--- src/rtl/pattern_seq_detector_if.sv ---
// Bus bundle between a symbol source/configuration master and the pattern_seq_detector.
// Parameters must match the detector instance that the bundle is connected to.
interface pattern_seq_detector_if #(
  parameter int DIGIT_W = 4,
  parameter int MAX_LEN = 8,
  parameter int CNT_W   = 8
);
  localparam int LEN_W = $clog2(MAX_LEN + 1);

  logic                       cfg_load;
  logic [LEN_W-1:0]           cfg_len;
  logic [DIGIT_W*MAX_LEN-1:0] cfg_pattern;
  logic                       cfg_overlap;
  logic                       in_valid;
  logic [DIGIT_W-1:0]         number;
  logic                       pattern;
  logic [CNT_W-1:0]           match_count;
  logic                       armed;
  logic                       cfg_err;

  modport master (
    output cfg_load, cfg_len, cfg_pattern, cfg_overlap, in_valid, number,
    input  pattern, match_count, armed, cfg_err
  );

  modport slave (
    input  cfg_load, cfg_len, cfg_pattern, cfg_overlap, in_valid, number,
    output pattern, match_count, armed, cfg_err
  );
endinterface

--- src/rtl/pattern_seq_detector.sv ---
// Run-time programmable digit-sequence detector with overlap control and a saturating match counter.
//   state   | meaning
//   S_UNCFG | no valid configuration, symbols ignored
//   S_RUN   | pattern loaded, detecting
module pattern_seq_detector #(
  parameter int DIGIT_W = 4,
  parameter int MAX_LEN = 8,
  parameter int CNT_W   = 8
) (
  input  logic                  i_clk,
  input  logic                  i_rst,
  pattern_seq_detector_if.slave bus
);
  localparam int LEN_W  = $clog2(MAX_LEN + 1);
  localparam int HIST_W = DIGIT_W * MAX_LEN;

  typedef enum logic {S_UNCFG, S_RUN} state_t;

  state_t             r_state;
  logic [DIGIT_W-1:0] r_hist [MAX_LEN];
  logic [LEN_W-1:0]   r_fill;
  logic [HIST_W-1:0]  r_pat;
  logic [LEN_W-1:0]   r_len;
  logic               r_overlap;
  logic               r_pattern;
  logic [CNT_W-1:0]   r_count;
  logic               r_cfg_err;

  state_t             w_state_nxt;
  logic [DIGIT_W-1:0] w_hist_nxt [MAX_LEN];
  logic [DIGIT_W-1:0] w_shift [MAX_LEN];
  logic [LEN_W-1:0]   w_fill_nxt;
  logic [LEN_W-1:0]   w_fill_inc;
  logic [HIST_W-1:0]  w_pat_nxt;
  logic [LEN_W-1:0]   w_len_nxt;
  logic               w_overlap_nxt;
  logic               w_pattern_nxt;
  logic [CNT_W-1:0]   w_count_nxt;
  logic               w_cfg_err_nxt;
  logic               w_cfg_legal;
  logic               w_match;

  assign w_cfg_legal = (bus.cfg_len != '0) && (bus.cfg_len <= LEN_W'(MAX_LEN));

  // Match is judged on the history as it will look after this symbol is shifted in.
  always_comb begin
    w_shift[0] = bus.number;
    for (int j = 1; j < MAX_LEN; j++) begin
      w_shift[j] = r_hist[j-1];
    end

    w_fill_inc = (r_fill >= LEN_W'(MAX_LEN)) ? LEN_W'(MAX_LEN) : r_fill + LEN_W'(1);

    w_match = (r_len != '0) && (w_fill_inc >= r_len);
    for (int k = 0; k < MAX_LEN; k++) begin
      for (int j = 0; j < MAX_LEN; j++) begin
        if ((k < int'(r_len)) && (j == int'(r_len) - 1 - k) &&
            (w_shift[j] != r_pat[k*DIGIT_W +: DIGIT_W])) begin
          w_match = 1'b0;
        end
      end
    end
  end

  always_comb begin
    w_state_nxt   = r_state;
    w_hist_nxt    = r_hist;
    w_fill_nxt    = r_fill;
    w_pat_nxt     = r_pat;
    w_len_nxt     = r_len;
    w_overlap_nxt = r_overlap;
    w_pattern_nxt = 1'b0;
    w_count_nxt   = r_count;
    w_cfg_err_nxt = r_cfg_err;

    if (bus.cfg_load) begin
      // A load always restarts detection, and the symbol in this cycle is dropped.
      w_pat_nxt     = bus.cfg_pattern;
      w_len_nxt     = bus.cfg_len;
      w_overlap_nxt = bus.cfg_overlap;
      for (int j = 0; j < MAX_LEN; j++) begin
        w_hist_nxt[j] = '0;
      end
      w_fill_nxt    = '0;
      w_count_nxt   = '0;
      w_state_nxt   = w_cfg_legal ? S_RUN : S_UNCFG;
      w_cfg_err_nxt = ~w_cfg_legal;
    end else if ((r_state == S_RUN) && bus.in_valid) begin
      w_hist_nxt = w_shift;
      w_fill_nxt = w_fill_inc;
      if (w_match) begin
        w_pattern_nxt = 1'b1;
        w_count_nxt   = (r_count == '1) ? r_count : r_count + CNT_W'(1);
        if (!r_overlap) begin
          w_fill_nxt = '0;
        end
      end
    end
  end

  always_ff @(posedge i_clk or posedge i_rst) begin
    if (i_rst) begin
      r_state   <= S_UNCFG;
      for (int j = 0; j < MAX_LEN; j++) begin
        r_hist[j] <= '0;
      end
      r_fill    <= '0;
      r_pat     <= '0;
      r_len     <= '0;
      r_overlap <= 1'b0;
      r_pattern <= 1'b0;
      r_count   <= '0;
      r_cfg_err <= 1'b0;
    end else begin
      r_state   <= w_state_nxt;
      r_hist    <= w_hist_nxt;
      r_fill    <= w_fill_nxt;
      r_pat     <= w_pat_nxt;
      r_len     <= w_len_nxt;
      r_overlap <= w_overlap_nxt;
      r_pattern <= w_pattern_nxt;
      r_count   <= w_count_nxt;
      r_cfg_err <= w_cfg_err_nxt;
    end
  end

  assign bus.pattern     = r_pattern;
  assign bus.match_count = r_count;
  assign bus.armed       = (r_state == S_RUN);
  assign bus.cfg_err     = r_cfg_err;
endmodule

--- src/flat_wrapper.sv ---
// flat-port wrapper written by rule: the top's interface ports become plain ports
module pattern_seq_detector_flat 
#(
  parameter int DIGIT_W = 4,
  parameter int MAX_LEN = 8,
  parameter int CNT_W   = 8
)
  (i_clk, i_rst, bus_cfg_load, bus_cfg_len, bus_cfg_pattern, bus_cfg_overlap, bus_in_valid, bus_number, bus_pattern, bus_match_count, bus_armed, bus_cfg_err);
  pattern_seq_detector_if #(.DIGIT_W(DIGIT_W), .MAX_LEN(MAX_LEN), .CNT_W(CNT_W)) bus_i ();
  input  logic i_clk;
  input  logic i_rst;
  input wire logic [$bits(bus_i.cfg_load)-1:0] bus_cfg_load;
  input wire logic [$bits(bus_i.cfg_len)-1:0] bus_cfg_len;
  input wire logic [$bits(bus_i.cfg_pattern)-1:0] bus_cfg_pattern;
  input wire logic [$bits(bus_i.cfg_overlap)-1:0] bus_cfg_overlap;
  input wire logic [$bits(bus_i.in_valid)-1:0] bus_in_valid;
  input wire logic [$bits(bus_i.number)-1:0] bus_number;
  output wire logic [$bits(bus_i.pattern)-1:0] bus_pattern;
  output wire logic [$bits(bus_i.match_count)-1:0] bus_match_count;
  output wire logic [$bits(bus_i.armed)-1:0] bus_armed;
  output wire logic [$bits(bus_i.cfg_err)-1:0] bus_cfg_err;
  assign bus_i.cfg_load = bus_cfg_load;
  assign bus_i.cfg_len = bus_cfg_len;
  assign bus_i.cfg_pattern = bus_cfg_pattern;
  assign bus_i.cfg_overlap = bus_cfg_overlap;
  assign bus_i.in_valid = bus_in_valid;
  assign bus_i.number = bus_number;
  assign bus_pattern = bus_i.pattern;
  assign bus_match_count = bus_i.match_count;
  assign bus_armed = bus_i.armed;
  assign bus_cfg_err = bus_i.cfg_err;
  pattern_seq_detector #(.DIGIT_W(DIGIT_W), .MAX_LEN(MAX_LEN), .CNT_W(CNT_W)) u_core (.i_clk(i_clk), .i_rst(i_rst), .bus(bus_i));
endmodule
--- config.mk ---
export PLATFORM = sky130hd
export DESIGN_NAME = pattern_seq_detector_flat
export DESIGN_NICKNAME = d
export VERILOG_FILES = /design/src/rtl/pattern_seq_detector_if.sv /design/src/rtl/pattern_seq_detector.sv /design/src/flat_wrapper.sv
export SDC_FILE = /design/constraint.sdc
export NUM_CORES = 1
export LEC_CHECK = 0
export BUFFER_PORTS_ARGS = -buffer_cell sky130_fd_sc_hd__buf_4
export CAP_MARGIN = 30
export CORE_MARGIN = 2
export CORE_UTILIZATION = 38
export DETAILED_ROUTE_END_ITERATION = 10
export GPL_ROUTABILITY_DRIVEN = 0
export SETUP_SLACK_MARGIN = 0.3
export SYNTH_ARGS = -nofsm -noshare
export SYNTH_HDL_FRONTEND = slang
export SYNTH_SLANG_ARGS = --single-unit
--- constraint.sdc ---
create_clock -name i_clk -period 8.2 [get_ports i_clk]
set_clock_uncertainty 0.2 [all_clocks]
set_input_delay 0.41 -clock i_clk [delete_from_list [all_inputs] [get_ports i_clk]]
set_output_delay 0.41 -clock i_clk [all_outputs]
set_load 0.02 [all_outputs]
==> impl_metrics.py <==
metrics = {
    "clock_tree": {
        "h-tree-depth": 3,
        "ctsHoldBuffers": 1,
        "cts_sinks": 80,
        "postCtsSetupBuffers": 0,
        "numCtsBuffers": 9,
        "cts_tree": "built",
        "path_clk_slew_ns": 0.07,
        "clock_latency_ns": 0.36,
        "cts_buffer_depth": 2,
        "cts-resized-gates": 0,
        "cts_root_buffer": "clkbuf_16",
    },
    "worst_setup_path": {
        "cp.required_ns": 8.23,
        "reg2reg_from": "u_core.r_len[0]$_DFFE_PP0P_",
        "cp_data_arrival_time_ns": 5.76,
        "critical_path_class": "register to register",
        "endpoint_kind": "register",
        "critPathLaunch": "u_core.r_len[0]$_DFFE_PP0P_",
        "worstPathMaxFanout": 18,
        "crit_path_start_kind": "register",
    },
    "floorplan": {
        "pin_count": 56,
        "num_rows": 54,
        "die_w_um": 152.3,
        "die_y_um": 152.3,
        "dieArea_um2": 23180,
        "coreArea_um2": 21690,
        "start_util_pct": 38.51,
    },
    "global_routing": {
        "grt_use_total_pct": 20.73,
        "grt_first_pass_wirelength_mm": 38.16,
        "grt_antenna_before_repair": 0,
        "grt-ovfl-total": 0,
        "grt_pass1_vias": 6583,
        "grt_max_degree": 86,
    },
    "route": {
        "first_pass_iters": 5,
        "drtAntennaViolNets": 0,
        "drt_iter0_markers": 587,
        "routedWlPerCell_um": 20.25,
        "totalWireLength_mm": 24.28,
        "vias": 6901,
        "viasPerCell": 5.756,
        "drc_errors": 0,
    },
    "pwr": {
        "power.density_nw_per_um2": 148.6,
        "p_comb_share_pct": 34.0,
        "ir_worst_vdd_mv": 0.1805,
        "sequentialPowerShare_pct": 38.3,
        "leakagePower_nw": 3.992,
        "clkPwrFrac_pct": 27.8,
        "intPower_uw": 824.3,
        "p_switching_uw": 504.2,
        "swShare_pct": 37.95,
    },
    "placed_design": {
        "hpwl_mm": 16.42,
        "port_buffers": 55,
        "dp_cells": 1182,
    },
    "synthesis": {
        "synthArstFlopShare_pct": 100.0,
        "syn-cell-area_um2": 8353,
        "synth_cell_type_count": 61,
        "synth-edff-count": 0,
        "synth_area_leaders": "dfrtp_1, xor2_1, ha_1, xnor2_1, o41ai_1",
        "synthFlopType": "dfrtp_1",
        "yosys.area.top_type": "dfrtp_1",
        "syn-num-nets": 1045,
        "netlist.area_leader.share_pct": 23.97,
        "ys_seq_area_share_pct": 23.97,
        "netlist_instances": 938,
        "syn_avg_cell_area_um2": 8.905,
        "ys_ff_latch": 80,
        "synth_warnings": 0,
    },
    "sta": {
        "setup_viol": 0,
        "timing.final.crit_share_pct": 69.80,
        "hold_viol_final": 0,
        "rsz0062_at_grt": "false",
        "min_period_ns": 5.723,
        "fmax_mhz": 174.7,
        "maxSlewHeadroom_pct": 36.15,
        "worst_pin_slew_ns": 0.9577,
        "drv_slew": 0,
        "tns_ns": 0,
    },
    "hold_path": {
        "hold_start": "bus_cfg_len[3]",
        "hold_path_class": "input pin to register",
    },
    "cells_and_area": {
        "stdcell_count": 1199,
        "fillers": 2150,
        "drive_gt1_share_pct": 12.84,
        "layout_common_cells": "xor2_1, nand2_1, dfrtp_1, ha_1, buf_4",
        "finalNetCount": 1021,
        "areaGrowthSynthToFinish_pct": 6.995,
        "n_antenna_cell": 0,
        "final_common_cell": "xor2_1",
    },
    "flow_run": {
        "maxCapViolCount": 0,
    },
    "run_status": {
        "outcome": "completed",
    },
}
[per-layer routing]
| metal | wire, um | GRT usage (%) |
|---|---|---|
| met5 | 0 | 0 |
| met4 | 602 | 8.144 |
| met3 | 1520 | 4.209 |
| met2 | 11190 | 32.63 |
| met1 | 10970 | 28.00 |
[cell usage after synthesis (3+ instances only)]
cell type  count
xor2_1       210
nand2_1       88
dfrtp_1       80
ha_1          62
xnor2_1       53
a21oi_1       51
o41ai_1       45
buf_2         41
clkbuf_1      36
mux2_2        34
o21ai_0       30
inv_1         24
nand4_1       22
nand3_1       15
nor2_1        15
buf_6          9
buf_1          8
nor4_1         8
or4_1          8
a31oi_1        6
a32oi_1        6
nand2b_1       6
and2_1         5
nand4b_1       5
o21a_1         5
a41oi_1        4
nor2b_1        4
nor3_1         4
nor4b_1        4
o41ai_2        4
a2111oi_0      3
and3_1         3
buf_4          3
o2111ai_1      3
o211ai_1       3
or3_1          3
[logic make-up after synthesis]
group                    after synthesis  synth area share (%)
AND/OR/NAND/NOR                      195                 11.80
XOR/XNOR                             265                 28.04
buffers and inverters                123                 7.085
flip-flops                            80                 23.97
AO/OA/AOI/OAI                        178                 15.10
multiplexers                          35                 4.718
adder cells (fa/ha/maj)               62                 9.287
[worst max-delay path, stage by stage (launching register included)]
cell	delay, ns
dfrtp_1	0.67
inv_1	0.25
ha_1	0.54
xnor2_2	0.45
inv_1	0.12
ha_1	0.34
inv_1	0.20
nand2_1	0.07
a21oi_1	0.30
a31oi_1	0.08
ha_1	0.33
nor4_1	0.29
nand3_1	0.14
a2111oi_0	0.55
a222oi_1	0.21
nand4_1	0.22
or3_4	0.24
nor3_1	0.07
mux2_1	0.31
[per-stage QoR]
stage | setup WS (ns) | hold slack, ns | power (mW) | utilization (%) | instance area (um^2)
2_1_floorplan | 2.775 | 0.3037 | 0.8353 | - | 8353
3_3_place_gp | 2.751 | 0.2666 | 0.9536 | 39.97 | 8668
3_5_place_dp | 2.611 | 0.2719 | 0.9603 | 39.97 | 8668
4_1_cts | 2.612 | 0.06621 | 1.337 | 41.21 | 8937
5_1_grt | 2.055 | 0.07692 | 1.412 | 41.21 | 8937
6_report | 2.477 | 0.07732 | 1.329 | 41.21 | 8937
[area by class of cell]
cell class / instances / area, um^2 / share of cell area (%)
clock buffers: 13 / 240.2 / 2.688
clock inverters: 3 / 18.77 / 0.2100
flip-flops and latches: 80 / 2002 / 22.40
multi-input cells: 735 / 5759 / 64.44
repair buffers: 62 / 467.9 / 5.236
inverters: 26 / 98.84 / 1.106
well taps: 280 / 350.3 / 3.920
[registers in the layout, indices dropped and copies added, names as in the netlist]
name,flops
u_core.r_pat,32
u_core.r_hist,28
u_core.bus.match_count,8
u_core.r_fill,4
u_core.r_len,4
u_core.bus.armed,1
u_core.bus.cfg_err,1
u_core.bus.pattern,1
u_core.r_overlap,1
[power by group through the flow]
stage          clock network, mW  logic [mW]  registers [mW]
3_5_place_dp                   0       0.447           0.513
4_1_cts                    0.380       0.451           0.506
6_report                   0.369       0.451           0.508
2_1_floorplan                  0       0.401           0.434
5_1_grt                    0.395       0.504           0.513
3_3_place_gp                   0       0.441           0.513
[worst paths after layout]
path	depth (start not counted)	to	slack, ns
worst max-delay path	18	u_core.bus.match_count[3]$_DFFE_PP0P_	2.48
worst min-delay path	3	u_core.r_len[3]$_DFFE_PP0P_	0.08
worst max register to register	18	u_core.bus.match_count[3]$_DFFE_PP0P_	2.48
worst min register to register	1	u_core.bus.cfg_err$_DFFE_PP0P_	0.29
max in group asynchronous	4	u_core.r_pat[13]$_DFFE_PP0P_	6.28
min in group asynchronous	3	u_core.r_pat[1]$_DFFE_PP0P_	0.44
(Power assumes the default switching activity.)
